`config.mk`:
```
export PLATFORM = sky130hd
export DESIGN_NAME = gol_generation_engine
export DESIGN_NICKNAME = d
export VERILOG_FILES = /design/src/rtl/gol_pkg.sv /design/src/rtl/gol_row_next.sv /design/src/rtl/gol_generation_engine.sv
export SDC_FILE = /design/constraint.sdc
export NUM_CORES = 2
export LEC_CHECK = 0
export BUFFER_PORTS_ARGS = -buffer_cell sky130_fd_sc_hd__clkbuf_2
export CELL_PAD_IN_SITES_DETAIL_PLACEMENT = 0
export CELL_PAD_IN_SITES_GLOBAL_PLACEMENT = 1
export CORE_UTILIZATION = 45
export CTS_BUF_LIST = sky130_fd_sc_hd__clkbuf_4 sky130_fd_sc_hd__clkbuf_8 sky130_fd_sc_hd__clkbuf_16
export DETAILED_ROUTE_END_ITERATION = 8
export GPL_ROUTABILITY_DRIVEN = 0
export GPL_TIMING_DRIVEN = 1
export PLACE_DENSITY_LB_ADDON = 0.1
export SETUP_SLACK_MARGIN = 0.2
export SLEW_MARGIN = 20
export SYNTH_ARGS = -nofsm -noshare
export SYNTH_HDL_FRONTEND = slang
export SYNTH_SLANG_ARGS = --single-unit
```
`constraint.sdc`:
```
create_clock -name clock -period 19.8 [get_ports clock]
set_input_delay 3.96 -clock clock [delete_from_list [all_inputs] [get_ports clock]]
set_output_delay 3.96 -clock clock [all_outputs]
set_load 0.05 [all_outputs]
```
`src/rtl/gol_pkg.sv`:
```
// gol_pkg: shared state encoding, glider seed rows and neighbour counting for the Game of Life engine.
package gol_pkg;
    typedef enum logic [1:0] {IDLE, COMPUTE, SWAP} state_e;

    localparam logic [31:0] GLIDER_R0 = 32'h0000_0002;
    localparam logic [31:0] GLIDER_R1 = 32'h0000_0004;
    localparam logic [31:0] GLIDER_R2 = 32'h0000_0007;

    function automatic logic [3:0] count_neighbours(input logic [7:0] nb);
        logic [3:0] n;
        n = '0;
        for (int i = 0; i < 8; i++) n = n + 4'(nb[i]);
        return n;
    endfunction
endpackage

```
`src/rtl/gol_row_next.sv`:
```
// gol_row_next: applies B3/S23 to one row given its vertical neighbours, columns wrapping toroidally.
module gol_row_next
    import gol_pkg::*;
#(
    parameter int W = 16
) (
    input  logic [W-1:0] above,
    input  logic [W-1:0] cur,
    input  logic [W-1:0] below,
    output logic [W-1:0] nxt
);
    for (genvar c = 0; c < W; c++) begin : g_col
        localparam int L = (c + W - 1) % W;
        localparam int R = (c + 1) % W;
        logic [3:0] n;
        assign n = count_neighbours({above[L], above[c], above[R], cur[L], cur[R],
                                     below[L], below[c], below[R]});
        assign nxt[c] = (n == 4'd3) | (cur[c] & (n == 4'd2));
    end
endmodule

```
`src/rtl/gol_generation_engine.sv`:
```
// gol_generation_engine: double-buffered toroidal Game of Life grid, one row per cycle,
// with the displayed bank swapped in a single cycle so readers never see a mixed generation.
module gol_generation_engine
    import gol_pkg::*;
#(
    parameter int GRID_W = 16,
    parameter int GRID_H = 16,
    parameter int ROW_AW = $clog2(GRID_H)
) (
    input  logic              clock,
    input  logic              reset,
    input  logic              enable,
    input  logic              start,
    input  logic              wr_en,
    input  logic [ROW_AW-1:0] wr_row,
    input  logic [GRID_W-1:0] wr_data,
    input  logic [ROW_AW-1:0] rd_row,
    output logic [GRID_W-1:0] rd_data,
    output logic              busy,
    output logic              done,
    output logic [15:0]       generation,
    output logic              extinct
);
    state_e state_q, state_d;
    logic [ROW_AW-1:0] row_q, row_d;
    logic [GRID_W-1:0] disp_q [GRID_H];
    logic [GRID_W-1:0] disp_d [GRID_H];
    logic [GRID_W-1:0] next_q [GRID_H];
    logic [GRID_W-1:0] next_d [GRID_H];
    logic [15:0] gen_q, gen_d;
    logic extinct_q, extinct_d;
    logic [GRID_W-1:0] above, cur, below, row_new;

    // Row selection by constant-index compare: out-of-range addresses simply match nothing.
    always_comb begin
        above = '0;
        cur = '0;
        below = '0;
        rd_data = '0;
        for (int i = 0; i < GRID_H; i++) begin
            if (row_q == ROW_AW'(i)) begin
                above = disp_q[(i + GRID_H - 1) % GRID_H];
                cur = disp_q[i];
                below = disp_q[(i + 1) % GRID_H];
            end
            if (rd_row == ROW_AW'(i)) rd_data = disp_q[i];
        end
    end

    gol_row_next #(.W(GRID_W)) u_row_next (
        .above(above),
        .cur(cur),
        .below(below),
        .nxt(row_new)
    );

    always_comb begin
        state_d = state_q;
        row_d = row_q;
        gen_d = gen_q;
        disp_d = disp_q;
        next_d = next_q;
        case (state_q)
            IDLE: begin
                for (int i = 0; i < GRID_H; i++)
                    if (wr_en && wr_row == ROW_AW'(i)) disp_d[i] = wr_data;
                if (start && enable) begin
                    state_d = COMPUTE;
                    row_d = '0;
                end
            end
            COMPUTE: begin
                for (int i = 0; i < GRID_H; i++)
                    if (row_q == ROW_AW'(i)) next_d[i] = row_new;
                row_d = row_q + 1'b1;
                if (row_q == ROW_AW'(GRID_H - 1)) state_d = SWAP;
            end
            SWAP: begin
                disp_d = next_q;
                gen_d = gen_q + 16'd1;
                state_d = IDLE;
            end
            default: state_d = IDLE;
        endcase
        extinct_d = 1'b1;
        for (int i = 0; i < GRID_H; i++) extinct_d = extinct_d & (disp_d[i] == '0);
    end

    always_ff @(posedge clock or posedge reset) begin
        if (reset) begin
            state_q <= IDLE;
            row_q <= '0;
            gen_q <= '0;
            extinct_q <= 1'b0;
            for (int i = 0; i < GRID_H; i++) begin
                disp_q[i] <= (i == 0) ? GRID_W'(GLIDER_R0) :
                             (i == 1) ? GRID_W'(GLIDER_R1) :
                             (i == 2) ? GRID_W'(GLIDER_R2) : '0;
                next_q[i] <= '0;
            end
        end else begin
            state_q <= state_d;
            row_q <= row_d;
            gen_q <= gen_d;
            extinct_q <= extinct_d;
            disp_q <= disp_d;
            next_q <= next_d;
        end
    end

    assign busy = state_q != IDLE;
    assign done = state_q == SWAP;
    assign generation = gen_q;
    assign extinct = extinct_q;
endmodule

```
==> impl_metrics.ini <==
[drt]
post-route-drc-count = 18
drt_pass1_iterations = 9
num_vias = 39200
first_iter_violations = 8346
final_antenna_net_count = 0
wirelength_mm = 208
via_per_inst = 7.64
wl_per_cell_um = 40.4

[die]
die_x_um = 283
io_pins = 64
start_util_pct = 45.7
dieArea_mm2 = 0.0803
core_mm2 = 0.0780
die_y_um = 283
rows = 102

[yosys]
async_reset_ff_share_pct = 100
synth_compound_area_share_pct = 31.7
netlist_area_mm2 = 0.0356
synth_xor_area_share_pct = 0.491
ys_seq_area_share_pct = 37.6
synth_cells = 4153
synth-edff-count = 0
syn-num-nets = 4299
synth.distinct_cells = 97
synthMuxAreaShare_pct = 2.21
synth_top_family_by_area = compound AO/OA/AOI/OAI gates
yosys_most_used_dff = dfrtp_1
syn_avg_cell_area_um2 = 8.58
yosysWarnings = 0
synthSimpleGateAreaFrac_pct = 16.2
synth_seq_cells = 535
synth_adder_area_share_pct = 5.29

[job]
drv_cap = 0

[finish]
num-fill-cells = 7621
layout.nets = 4187
final_layout_size_suffix_gt1_share_pct = 10.5
multiInputGateArea_mm2 = 0.0201
seqCellArea_mm2 = 0.0134
area_growth_pct = 9.55

[worst_setup_path]
path_max_fanout = 49
reg2reg_depth = 19
reg2reg_slack_ns = 11.90
cp_data_arrival_time_ns = 7.59
timing.rr.end = next_q[136]
required_ns = 15.84
cp-end-kind = output pin
path_class = input pin to output pin
worstSetupStartpointType = input pin
r2r_start = row_q[2]

[clock_tree]
cts_tree = built
cts_resized = 0
clkSinkCount = 535
cts-root-buf = clkbuf_16
h-tree-depth = 2
postCtsHoldBufs = 0
cts.clk_slew.worst_paths_ns = 0.06
clk_latency_ns = 0.68
cts_inserted_buffers = 55
clk_path_buf_depth = 3
post_cts.repair.setup_buffers = 0

[worst_hold_path]
worstHoldPathCells = 2
whs_endpoint = next_q[148]
hp-class = register to register
worst_hold_startpoint = next_q[148]

[global_routing]
grt_first_pass_wirelength_mm = 287
gr-total-overflow = 0
grt_usage_pct = 50.6
antenna_found_initial = 18
grt_max_degree = 169
grt_pass1_vias = 35700

[timing]
setup_slack_ns = 8.25
slew_violations = 0
setup_tns_ns = 0
fin_crit_ns = 11.55
fin_skew_ns = 0.0442
hold_slack_ns = 0.481
relSlewSlack_pct = 7.47
clock.fmax_mhz = 86.6
setup_viol = 0
rsz0062_at_grt = no
worstMarginPinSlew_ns = 1.38
min_period_over_period_pct = 58.4
hold_viol_final = 0

[place]
port_buffers = 63
place_ws_ns = 8.41
dpl.hpwl_mm = 153

[run_status]
failed_checks = design-rule violations
status = complete, but fails checks
-- Yosys cell counts, types with 14 or more instances --
| library cell | instances | area share, % |
|---|---|---|
| a211oi_1 | 36 | 0.76 |
| a21o_1 | 16 | 0.34 |
| a21oi_1 | 328 | 4.6 |
| a221o_1 | 65 | 1.8 |
| a221oi_1 | 85 | 2.1 |
| a222oi_1 | 15 | 0.42 |
| a22o_1 | 16 | 0.39 |
| a22oi_1 | 75 | 1.6 |
| a2bb2oi_1 | 40 | 0.98 |
| a311oi_1 | 18 | 0.44 |
| a31oi_1 | 27 | 0.47 |
| a32oi_1 | 96 | 2.4 |
| and2_1 | 15 | 0.26 |
| and3_1 | 38 | 0.67 |
| and3b_1 | 22 | 0.54 |
| buf_1 | 55 | 0.58 |
| buf_2 | 77 | 1.1 |
| clkbuf_1 | 240 | 2.5 |
| dfrtp_1 | 530 | 37 |
| fa_1 | 56 | 3.1 |
| ha_1 | 61 | 2.1 |
| inv_1 | 200 | 2.1 |
| mux2_2 | 18 | 0.57 |
| mux2i_1 | 27 | 0.76 |
| mux4_2 | 14 | 0.88 |
| nand2_1 | 393 | 4.1 |
| nand2b_1 | 28 | 0.49 |
| nand3_1 | 82 | 1.2 |
| nand3b_1 | 27 | 0.57 |
| nand4_1 | 21 | 0.37 |
| nor2_1 | 380 | 4.0 |
| nor2b_1 | 38 | 0.67 |
| nor3_1 | 64 | 0.90 |
| nor4_1 | 46 | 0.81 |
| o211ai_1 | 51 | 1.1 |
| o21a_1 | 16 | 0.34 |
| o21ai_0 | 326 | 4.6 |
| o21ai_1 | 19 | 0.27 |
| o221a_2 | 19 | 0.60 |
| o221ai_1 | 42 | 1.0 |
| o22a_1 | 100 | 2.5 |
| o22ai_1 | 81 | 1.4 |
| o2bb2ai_1 | 40 | 0.98 |
-- layout make-up --
class	count	area share, %
clock buffers	72	4.04
flip-flops and latches	535	34.3
well taps	1040	3.33
multi-input cells	3036	51.5
clock inverters	31	1.07
repair buffers	208	3.64
inverters	205	1.99
diodes	9	0.0577
-- cells in the final DEF, fill, tap and decap left out, types with 19 or more instances in the layout --
master and count:
a211oi_1 36, nand4_1 21, nor2_1 374, o2bb2ai_1 39, a32oi_1 96, o21ai_1 19, fa_1 56, nand3_1 81
mux2i_1 27, o221a_2 19, a221o_1 65, clkbuf_16 55, o22ai_1 81, a31oi_1 26, and3_1 37, a21oi_1 327
nor2b_1 37, o21ai_0 324, buf_4 145, nand3b_1 27, inv_1 198, a2bb2oi_1 40, o22a_1 100, clkbuf_2 61
dfrtp_1 527, nor4_1 43, o221ai_1 42, nand2b_1 27, o211ai_1 51, a221oi_1 85, ha_1 57, nor3_1 60
a22oi_1 75, nand2_1 392
-- routing by layer --
metal,global-route usage (%),up-vias,share of wire [%],routed length [um]
li1,-,15400,-,-
met1,62.3,18800,35,72800
met2,65.6,3806,37,77100
met3,28.1,1148,18,37100
met4,35.8,26,9.6,20000
met5,3.51,-,0.25,517
-- state kept, by name, summed over array words and instances, names as in the netlist --
name,count
disp_q,256
next_q,256
generation,16
row_q,4
state_q,2
extinct,1
-- worst max path at each step --
stage	startpoint	endpoint	slack, ns	depth (start not counted)
final	rd_row[0]	rd_data[11]	8.25	11
after global routing	rd_row[0]	rd_data[1]	8.10	11
after CTS	rd_row[0]	rd_data[1]	8.40	11
after detailed placement	rd_row[0]	rd_data[1]	8.41	11
after global placement	rd_row[0]	rd_data[1]	8.44	11
after floorplan	reset	disp_q[0]	0.90	1
-- critical path, stage by stage --
cell and delay, ns:
buf_4 0.40, buf_4 0.57, nand2_1 0.31, nor2_1 0.77, a22oi_1 0.20, o41ai_1 0.13, a22oi_1 0.11, o21ai_0 0.22
a21oi_1 0.09, a21oi_1 0.40, clkbuf_2 0.37
-- metrics by stage --
step | utilization, % | cells | area [um^2]
4_1_cts | 50.0 | 5126 | 39000
5_1_grt | 50.1 | 5130 | 39000
3_5_place_dp | 47.4 | 5023 | 37000
3_3_place_gp | 47.4 | 5023 | 37000
6_report | 50.1 | 5136 | 39000
2_1_floorplan | - | 4153 | 35600
-- logic make-up (layout without fill, tap and decap cells) --
kind of cell | Yosys count | count (layout)
other | 0 | 9
AND/OR/NAND/NOR | 1223 | 1223
adder cells (fa/ha/maj) | 117 | 117
AO/OA/AOI/OAI | 1617 | 1617
flip-flops | 535 | 535
XOR/XNOR | 20 | 20
multiplexers | 59 | 59
buffers and inverters | 582 | 516
Power is left out: the tool's default activity adds up to more than one toggle a clock period on the data nets, which glitch-free logic cannot reach.
